$ cat config.mk
export PLATFORM = sky130hd
export DESIGN_NAME = vga_timing_gen
export DESIGN_NICKNAME = d
export VERILOG_FILES = /design/src/rtl/vga_timing_gen.sv
export SDC_FILE = /design/constraint.sdc
export NUM_CORES = 1
export LEC_CHECK = 0
export ABC_AREA = 1
export BUFFER_PORTS_ARGS = -buffer_cell sky130_fd_sc_hd__buf_2
export CAP_MARGIN = 40
export CELL_PAD_IN_SITES_DETAIL_PLACEMENT = 1
export CELL_PAD_IN_SITES_GLOBAL_PLACEMENT = 1
export CORE_AREA = 4 4 84 86
export CTS_BUF_LIST = sky130_fd_sc_hd__clkbuf_8
export DETAILED_ROUTE_END_ITERATION = 6
export DIE_AREA = 0 0 88 90
export PLACE_DENSITY_LB_ADDON = 0.1
export SLEW_MARGIN = 0
export SYNTH_ARGS = -nofsm -noshare
export SYNTH_HDL_FRONTEND = slang
export SYNTH_SLANG_ARGS = --single-unit
$ cat constraint.sdc
create_clock -name iClk -period 2.2 [get_ports iClk]
set_input_delay 0.33 -clock iClk [delete_from_list [all_inputs] [get_ports iClk]]
set_output_delay 0.33 -clock iClk [all_outputs]
set_load 0.01 [all_outputs]
$ cat src/rtl/vga_timing_gen.sv
// rtl/vga_timing_gen.sv - parametrised VGA/DVI raster timing generator with pixel-request lookahead
//
// Optional feature macro: VGA_TIMING_GEN_PATTERN_EN adds iPatternSel and an
// internal 8-bar colour pattern that can replace the source colour.
//
// Ports:
//   iClk         in   pixel clock
//   iRst         in   synchronous active-high reset
//   iPatternSel  in   (VGA_TIMING_GEN_PATTERN_EN only) select internal bar pattern
//   oReq         out  current counter position is visible; source must answer in LAT clocks
//   oReqX/oReqY  out  requested pixel coordinates (raw counter values)
//   iR/iG/iB     in   source colour, valid LAT clocks after the matching oReq
//   oR/oG/oB     out  output colour, 0 outside the active area
//   oHSync       out  horizontal sync at polarity H_POL
//   oVSync       out  vertical sync at polarity V_POL
//   oDE          out  data enable aligned with oR/oG/oB
//   oFrameStart  out  one-clock pulse with output pixel (0,0)

module vga_timing_gen #(
    parameter int   H_ACTIVE = 640,
    parameter int   H_FRONT  = 16,
    parameter int   H_SYNC   = 96,
    parameter int   H_BACK   = 48,
    parameter int   V_ACTIVE = 480,
    parameter int   V_FRONT  = 10,
    parameter int   V_SYNC   = 2,
    parameter int   V_BACK   = 33,
    parameter logic H_POL    = 1'b0,
    parameter logic V_POL    = 1'b0,
    parameter int   LAT      = 2,
    parameter int   CW       = 8,
    parameter int   XW       = 12
) (
    input  logic          iClk,
    input  logic          iRst,
`ifdef VGA_TIMING_GEN_PATTERN_EN
    input  logic          iPatternSel,
`endif
    output logic          oReq,
    output logic [XW-1:0] oReqX,
    output logic [XW-1:0] oReqY,
    input  logic [CW-1:0] iR,
    input  logic [CW-1:0] iG,
    input  logic [CW-1:0] iB,
    output logic [CW-1:0] oR,
    output logic [CW-1:0] oG,
    output logic [CW-1:0] oB,
    output logic          oHSync,
    output logic          oVSync,
    output logic          oDE,
    output logic          oFrameStart
);

    localparam int H_TOTAL = H_ACTIVE + H_FRONT + H_SYNC + H_BACK;
    localparam int V_TOTAL = V_ACTIVE + V_FRONT + V_SYNC + V_BACK;

    localparam logic [XW-1:0] H_LAST     = XW'(H_TOTAL - 1);
    localparam logic [XW-1:0] V_LAST     = XW'(V_TOTAL - 1);
    localparam logic [XW-1:0] H_ACT_END  = XW'(H_ACTIVE);
    localparam logic [XW-1:0] V_ACT_END  = XW'(V_ACTIVE);
    localparam logic [XW-1:0] HS_START   = XW'(H_ACTIVE + H_FRONT);
    localparam logic [XW-1:0] HS_END     = XW'(H_ACTIVE + H_FRONT + H_SYNC);
    localparam logic [XW-1:0] VS_START   = XW'(V_ACTIVE + V_FRONT);
    localparam logic [XW-1:0] VS_END     = XW'(V_ACTIVE + V_FRONT + V_SYNC);

    // Delay-line word: {frameStart, de, vsActive, hsActive} plus, with the
    // pattern option, {patternSel, barR, barG, barB}. Sync bits are carried as
    // "active" flags so a cleared line means inactive regardless of polarity.
`ifdef VGA_TIMING_GEN_PATTERN_EN
    localparam int PW = 4;
`else
    localparam int PW = 0;
`endif
    localparam int DW = 4 + PW;

    // ------------------------------------------------------------------
    // Stage 0: raster counters
    // ------------------------------------------------------------------
    logic [XW-1:0] hCnt;
    logic [XW-1:0] vCnt;

    always_ff @(posedge iClk) begin
        if (iRst) begin
            hCnt <= '0;
            vCnt <= '0;
        end else if (hCnt == H_LAST) begin
            hCnt <= '0;
            vCnt <= (vCnt == V_LAST) ? '0 : vCnt + 1'b1;
        end else begin
            hCnt <= hCnt + 1'b1;
        end
    end

    logic hActive;
    logic vActive;
    logic hs0;
    logic vs0;
    logic fs0;

    always_comb begin
        hActive = (hCnt < H_ACT_END);
        vActive = (vCnt < V_ACT_END);
        oReq    = !iRst && hActive && vActive;
        hs0     = (hCnt >= HS_START) && (hCnt < HS_END);
        // vCnt only moves on the hCnt wrap, so vs0 only changes at hCnt==0.
        vs0     = (vCnt >= VS_START) && (vCnt < VS_END);
        fs0     = oReq && (hCnt == '0) && (vCnt == '0);
    end

    assign oReqX = hCnt;
    assign oReqY = vCnt;

    logic [DW-1:0] stage0Word;

`ifdef VGA_TIMING_GEN_PATTERN_EN
    // ------------------------------------------------------------------
    // Stage 0: 8-bar pattern. barSub counts pixels within a bar; barIdx
    // selects the bar and restarts at the beginning of every line.
    // ------------------------------------------------------------------
    localparam int            BAR_LEN     = (H_ACTIVE / 8 > 0) ? H_ACTIVE / 8 : 1;
    localparam logic [XW-1:0] BAR_SUB_MAX = XW'(BAR_LEN - 1);

    logic [XW-1:0] barSub;
    logic [2:0]    barIdx;

    always_ff @(posedge iClk) begin
        if (iRst || hCnt == H_LAST) begin
            barSub <= '0;
            barIdx <= '0;
        end else if (hActive) begin
            if (barSub == BAR_SUB_MAX) begin
                barSub <= '0;
                barIdx <= barIdx + 3'd1;
            end else begin
                barSub <= barSub + 1'b1;
            end
        end
    end

    // Bars 0..7: white, yellow, cyan, green, magenta, red, blue, black.
    logic barR;
    logic barG;
    logic barB;

    always_comb begin
        barR       = !barIdx[1];
        barG       = !barIdx[2];
        barB       = !barIdx[0];
        stage0Word = {iPatternSel, barR, barG, barB, fs0, oReq, vs0, hs0};
    end
`else
    assign stage0Word = {fs0, oReq, vs0, hs0};
`endif

    // ------------------------------------------------------------------
    // LAT-deep delay line, cleared by reset so in-flight pixels are dropped.
    // ------------------------------------------------------------------
    logic [DW-1:0] stageD;

    generate
        if (LAT == 0) begin : gNoDelay
            assign stageD = stage0Word;
        end else begin : gDelay
            logic [DW-1:0] pipe [LAT];

            always_ff @(posedge iClk) begin
                if (iRst) begin
                    for (int i = 0; i < LAT; i++) begin
                        pipe[i] <= '0;
                    end
                end else begin
                    pipe[0] <= stage0Word;
                    for (int i = 1; i < LAT; i++) begin
                        pipe[i] <= pipe[i-1];
                    end
                end
            end

            assign stageD = pipe[LAT-1];
        end
    endgenerate

    logic hsD;
    logic vsD;
    logic deD;
    logic fsD;
    logic [CW-1:0] pixR;
    logic [CW-1:0] pixG;
    logic [CW-1:0] pixB;

    always_comb begin
        hsD  = stageD[0];
        vsD  = stageD[1];
        deD  = stageD[2];
        fsD  = stageD[3];
        pixR = iR;
        pixG = iG;
        pixB = iB;
`ifdef VGA_TIMING_GEN_PATTERN_EN
        if (stageD[7]) begin
            pixR = {CW{stageD[6]}};
            pixG = {CW{stageD[5]}};
            pixB = {CW{stageD[4]}};
        end
`endif
    end

    // ------------------------------------------------------------------
    // Output register: colour captured only while the delayed DE is set.
    // ------------------------------------------------------------------
    always_ff @(posedge iClk) begin
        if (iRst) begin
            oR          <= '0;
            oG          <= '0;
            oB          <= '0;
            oDE         <= 1'b0;
            oFrameStart <= 1'b0;
            oHSync      <= !H_POL;
            oVSync      <= !V_POL;
        end else begin
            oDE         <= deD;
            oFrameStart <= fsD;
            oHSync      <= hsD ? H_POL : !H_POL;
            oVSync      <= vsD ? V_POL : !V_POL;
            if (deD) begin
                oR <= pixR;
                oG <= pixG;
                oB <= pixB;
            end else begin
                oR <= '0;
                oG <= '0;
                oB <= '0;
            end
        end
    end

endmodule

==> impl_metrics.env <==
export IMPL_fin_util=0.490
export IMPL_drive_gt1_frac=0.264
export IMPL_htree_levels=3
export IMPL_async_flop_share=0
export IMPL_ios=79
export IMPL_finalHoldViolCount=0
export IMPL_clock_sinks=60
export IMPL_grt_pass1_wl_um=10800
export IMPL_drv_slew=0
export IMPL_ant_nets=0
export IMPL_crit_slowest_cell="dfxtp_1"
export IMPL_die_width_um=88
export IMPL_status="finished clean"
export IMPL_portBuffers=78
export IMPL_pre_cts_ws_ps=440
export IMPL_vdd_drop_max_mv=0.346
export IMPL_coreArea_um2=6280
export IMPL_place_gp_congestion=0.782
export IMPL_die_area_um2=7920
export IMPL_placed_cell_area_um2=2900
export IMPL_clk_pin_slew_ps=60
export IMPL_path_cells="nor2_1, nand2_1, a31oi_1, nand3b_1, inv_1, buf_2"
export IMPL_netlist_top_cells_count="nor2_1, inv_1, dfxtp_1"
export IMPL_synth_area_leaders="dfxtp_1, nor2_1, inv_1"
export IMPL_cp_required_ps=1870
export IMPL_synth_main_ff_cell="dfxtp_1"
export IMPL_rows=29
export IMPL_syn_inst=331
export IMPL_timing_rr_start="oReqX[0]"
export IMPL_rsz0062_at_grt="no"
export IMPL_ys_types=29
export IMPL_synth_edf_count=0
export IMPL_combPwrFrac=0.052
export IMPL_crit_path_start_kind="register"
export IMPL_cts_made_buffers=9
export IMPL_fmax_mhz=525
export IMPL_grt_pass1_vias=2364
export IMPL_cts_tree="built"
export IMPL_synth_area_um2=2430
export IMPL_synth_area_per_cell_um2=7.34
export IMPL_setup_violations=0
export IMPL_avgViaCountPerCell=4.59
export IMPL_synth_top_cell_area_share=0.494
export IMPL_ctsResizeCount=0
export IMPL_drtIter0Drc=50
export IMPL_power_density_nw_per_um2=687
export IMPL_p_switching_mw=0.497
export IMPL_synth_seq_cells=60
export IMPL_startpoint="oReqX[11]"
export IMPL_internal_power_mw=1.62
export IMPL_firstDrtPassIters=4
export IMPL_worst_slew_pin_transition_ps=476
export IMPL_globalRouteMet2Util=0.283
export IMPL_fin_worst_skew_ps=5.86
export IMPL_grtUsageMet3=0.0393
export IMPL_post_dp_hpwl_um=4910
export IMPL_antenna_found_initial=0
export IMPL_fin_cells=498
export IMPL_seqPwrFrac=0.529
export IMPL_finalCritPeriodShare=0.866
export IMPL_max_slew_margin_rel=0.683
export IMPL_period_needed_ps=1910
export IMPL_root_buffer="clkbuf_8"
export IMPL_ctsLongestPathBuffers=2
export IMPL_fin_nets=447
export IMPL_die_h_um=90
export IMPL_wl_um=6310
export IMPL_track_usage=0.172
export IMPL_min_path_type="in -> reg"
export IMPL_post_drt_wl_per_cell_um=12.7
export IMPL_synthesis_nets=361
export IMPL_critPathCaptureType="output pin"
export IMPL_start_util=0.387
export IMPL_fin_area_um2=3070
export IMPL_cp_arrival_ps=1580
export IMPL_grt_busiest_layer="met2"
export IMPL_worstSetupPathType="reg -> out"
export IMPL_fin_ws_ps=295
export IMPL_fill_cells=838
export IMPL_diodes=0
export IMPL_p_clk_frac=0.419
export IMPL_grt_overflow_total=0
export IMPL_cts_setup_buffers=0
export IMPL_synthMostInstantiatedCell="nor2_1"
export IMPL_yosysSeqAreaShare=0.494
export IMPL_critPathMaxFanout=4
export IMPL_yosysTopAreaCell="dfxtp_1"
export IMPL_max_cap_viol_count=0
export IMPL_swShare=0.235
export IMPL_clkLatencyLatePin_ps=330
export IMPL_area_growth_pct=26.5
export IMPL_place_inst=483
export IMPL_min_from="iB[1]"
export IMPL_grt_max_degree=26
export IMPL_p_leak_nw=1.62
export IMPL_remaining_drc_errors=0
export IMPL_tns_ps=0
export IMPL_hold_buffers=0
export IMPL_use_met1=0.208
export IMPL_yosys_warnings=0
export IMPL_slowest_delay_ps=330
export IMPL_num_vias=2286
-- placed cells by master (no fill, tap or decap) --
cell type   instances
nor3_4              1
buf_4               2
nand2_1            58
nand3b_1            1
nor3b_1             2
o21ai_1             4
nor2_4              1
o21ai_0             2
inv_1              63
nand3_1            19
a21oi_1             7
clkinvlp_4          2
dfxtp_1            60
nand2_2             4
ha_1                4
clkinv_2            3
nor3_2              1
o21a_1              1
inv_2               4
nor2_1             70
nor4_1              2
nor3_1              5
nand4_1             7
nor2_2              2
a31oi_1             1
buf_2              78
nand3_2             2
xor2_1              3
xnor2_1             1
clkbuf_8           11
-- critical path, delay by kind of cell, from the launching register on --
kind	cells	cell delay (ps)
and+or+nand+nor	3	520
DFF	1	330
buffers and inverters	2	200
AOI/OAI and AO/OA	1	180
-- cells by family after synthesis --
group | after synthesis | share of synthesized area
and+or+nand+nor | 175 | 0.319
buffers and inverters | 73 | 0.119
DFF | 60 | 0.494
AOI/OAI and AO/OA | 15 | 0.0324
xor gates and xnor gates | 4 | 0.0144
adders and majority gates | 4 | 0.0206
-- flip-flops by register name (all words and copies together) (netlist names) --
signal	flops
gDelay.pipe	8
oB	8
oDE	1
oFrameStart	1
oG	8
oHSync	1
oR	8
oReqX	12
oReqY	12
oVSync	1
-- final timing paths --
kind,depth (start not counted),slack [ps],to
max reg2reg,8,460,oReqY[4]
min reg2reg,1,380,oVSync
min,3,200,oB[1]
max,6,290,oReq
-- power by group through the flow --
stage / Sequential (mW) / Clock, mW / Combinational [mW]
final: 1.12 / 0.885 / 0.110
after global placement: 1.14 / 0 / 0.110
after global routing: 1.12 / 0.969 / 0.127
after floorplan: 1.15 / 0 / 0.0489
after detailed placement: 1.14 / 0 / 0.112
after CTS: 1.12 / 0.917 / 0.113
-- per-layer routing --
metal	vias up	part of all wire
met3	11	0.073
li1	1167	-
met4	0	0.018
met5	-	0
met2	63	0.46
met1	1045	0.44
-- metrics by stage --
| stage | hold slack [ps] | power [mW] |
|---|---|---|
| global route | 198 | 2.22 |
| global placement | 357 | 1.25 |
| detailed placement | 364 | 1.26 |
| finish | 205 | 2.11 |
| CTS | 185 | 2.15 |
| floorplan | 352 | 1.20 |
-- layout make-up --
class / instances / area, µm² / area share
inverters: 68 / 256 / 0.0834
repair buffers: 80 / 405 / 0.132
well taps: 77 / 96.3 / 0.0313
clock buffers: 11 / 151 / 0.0492
clock inverters: 4 / 25.0 / 0.00814
flip-flops and latches: 60 / 1200 / 0.391
multi-input cells: 198 / 938 / 0.305
No activity file was read; power rests on OpenSTA's default activity.
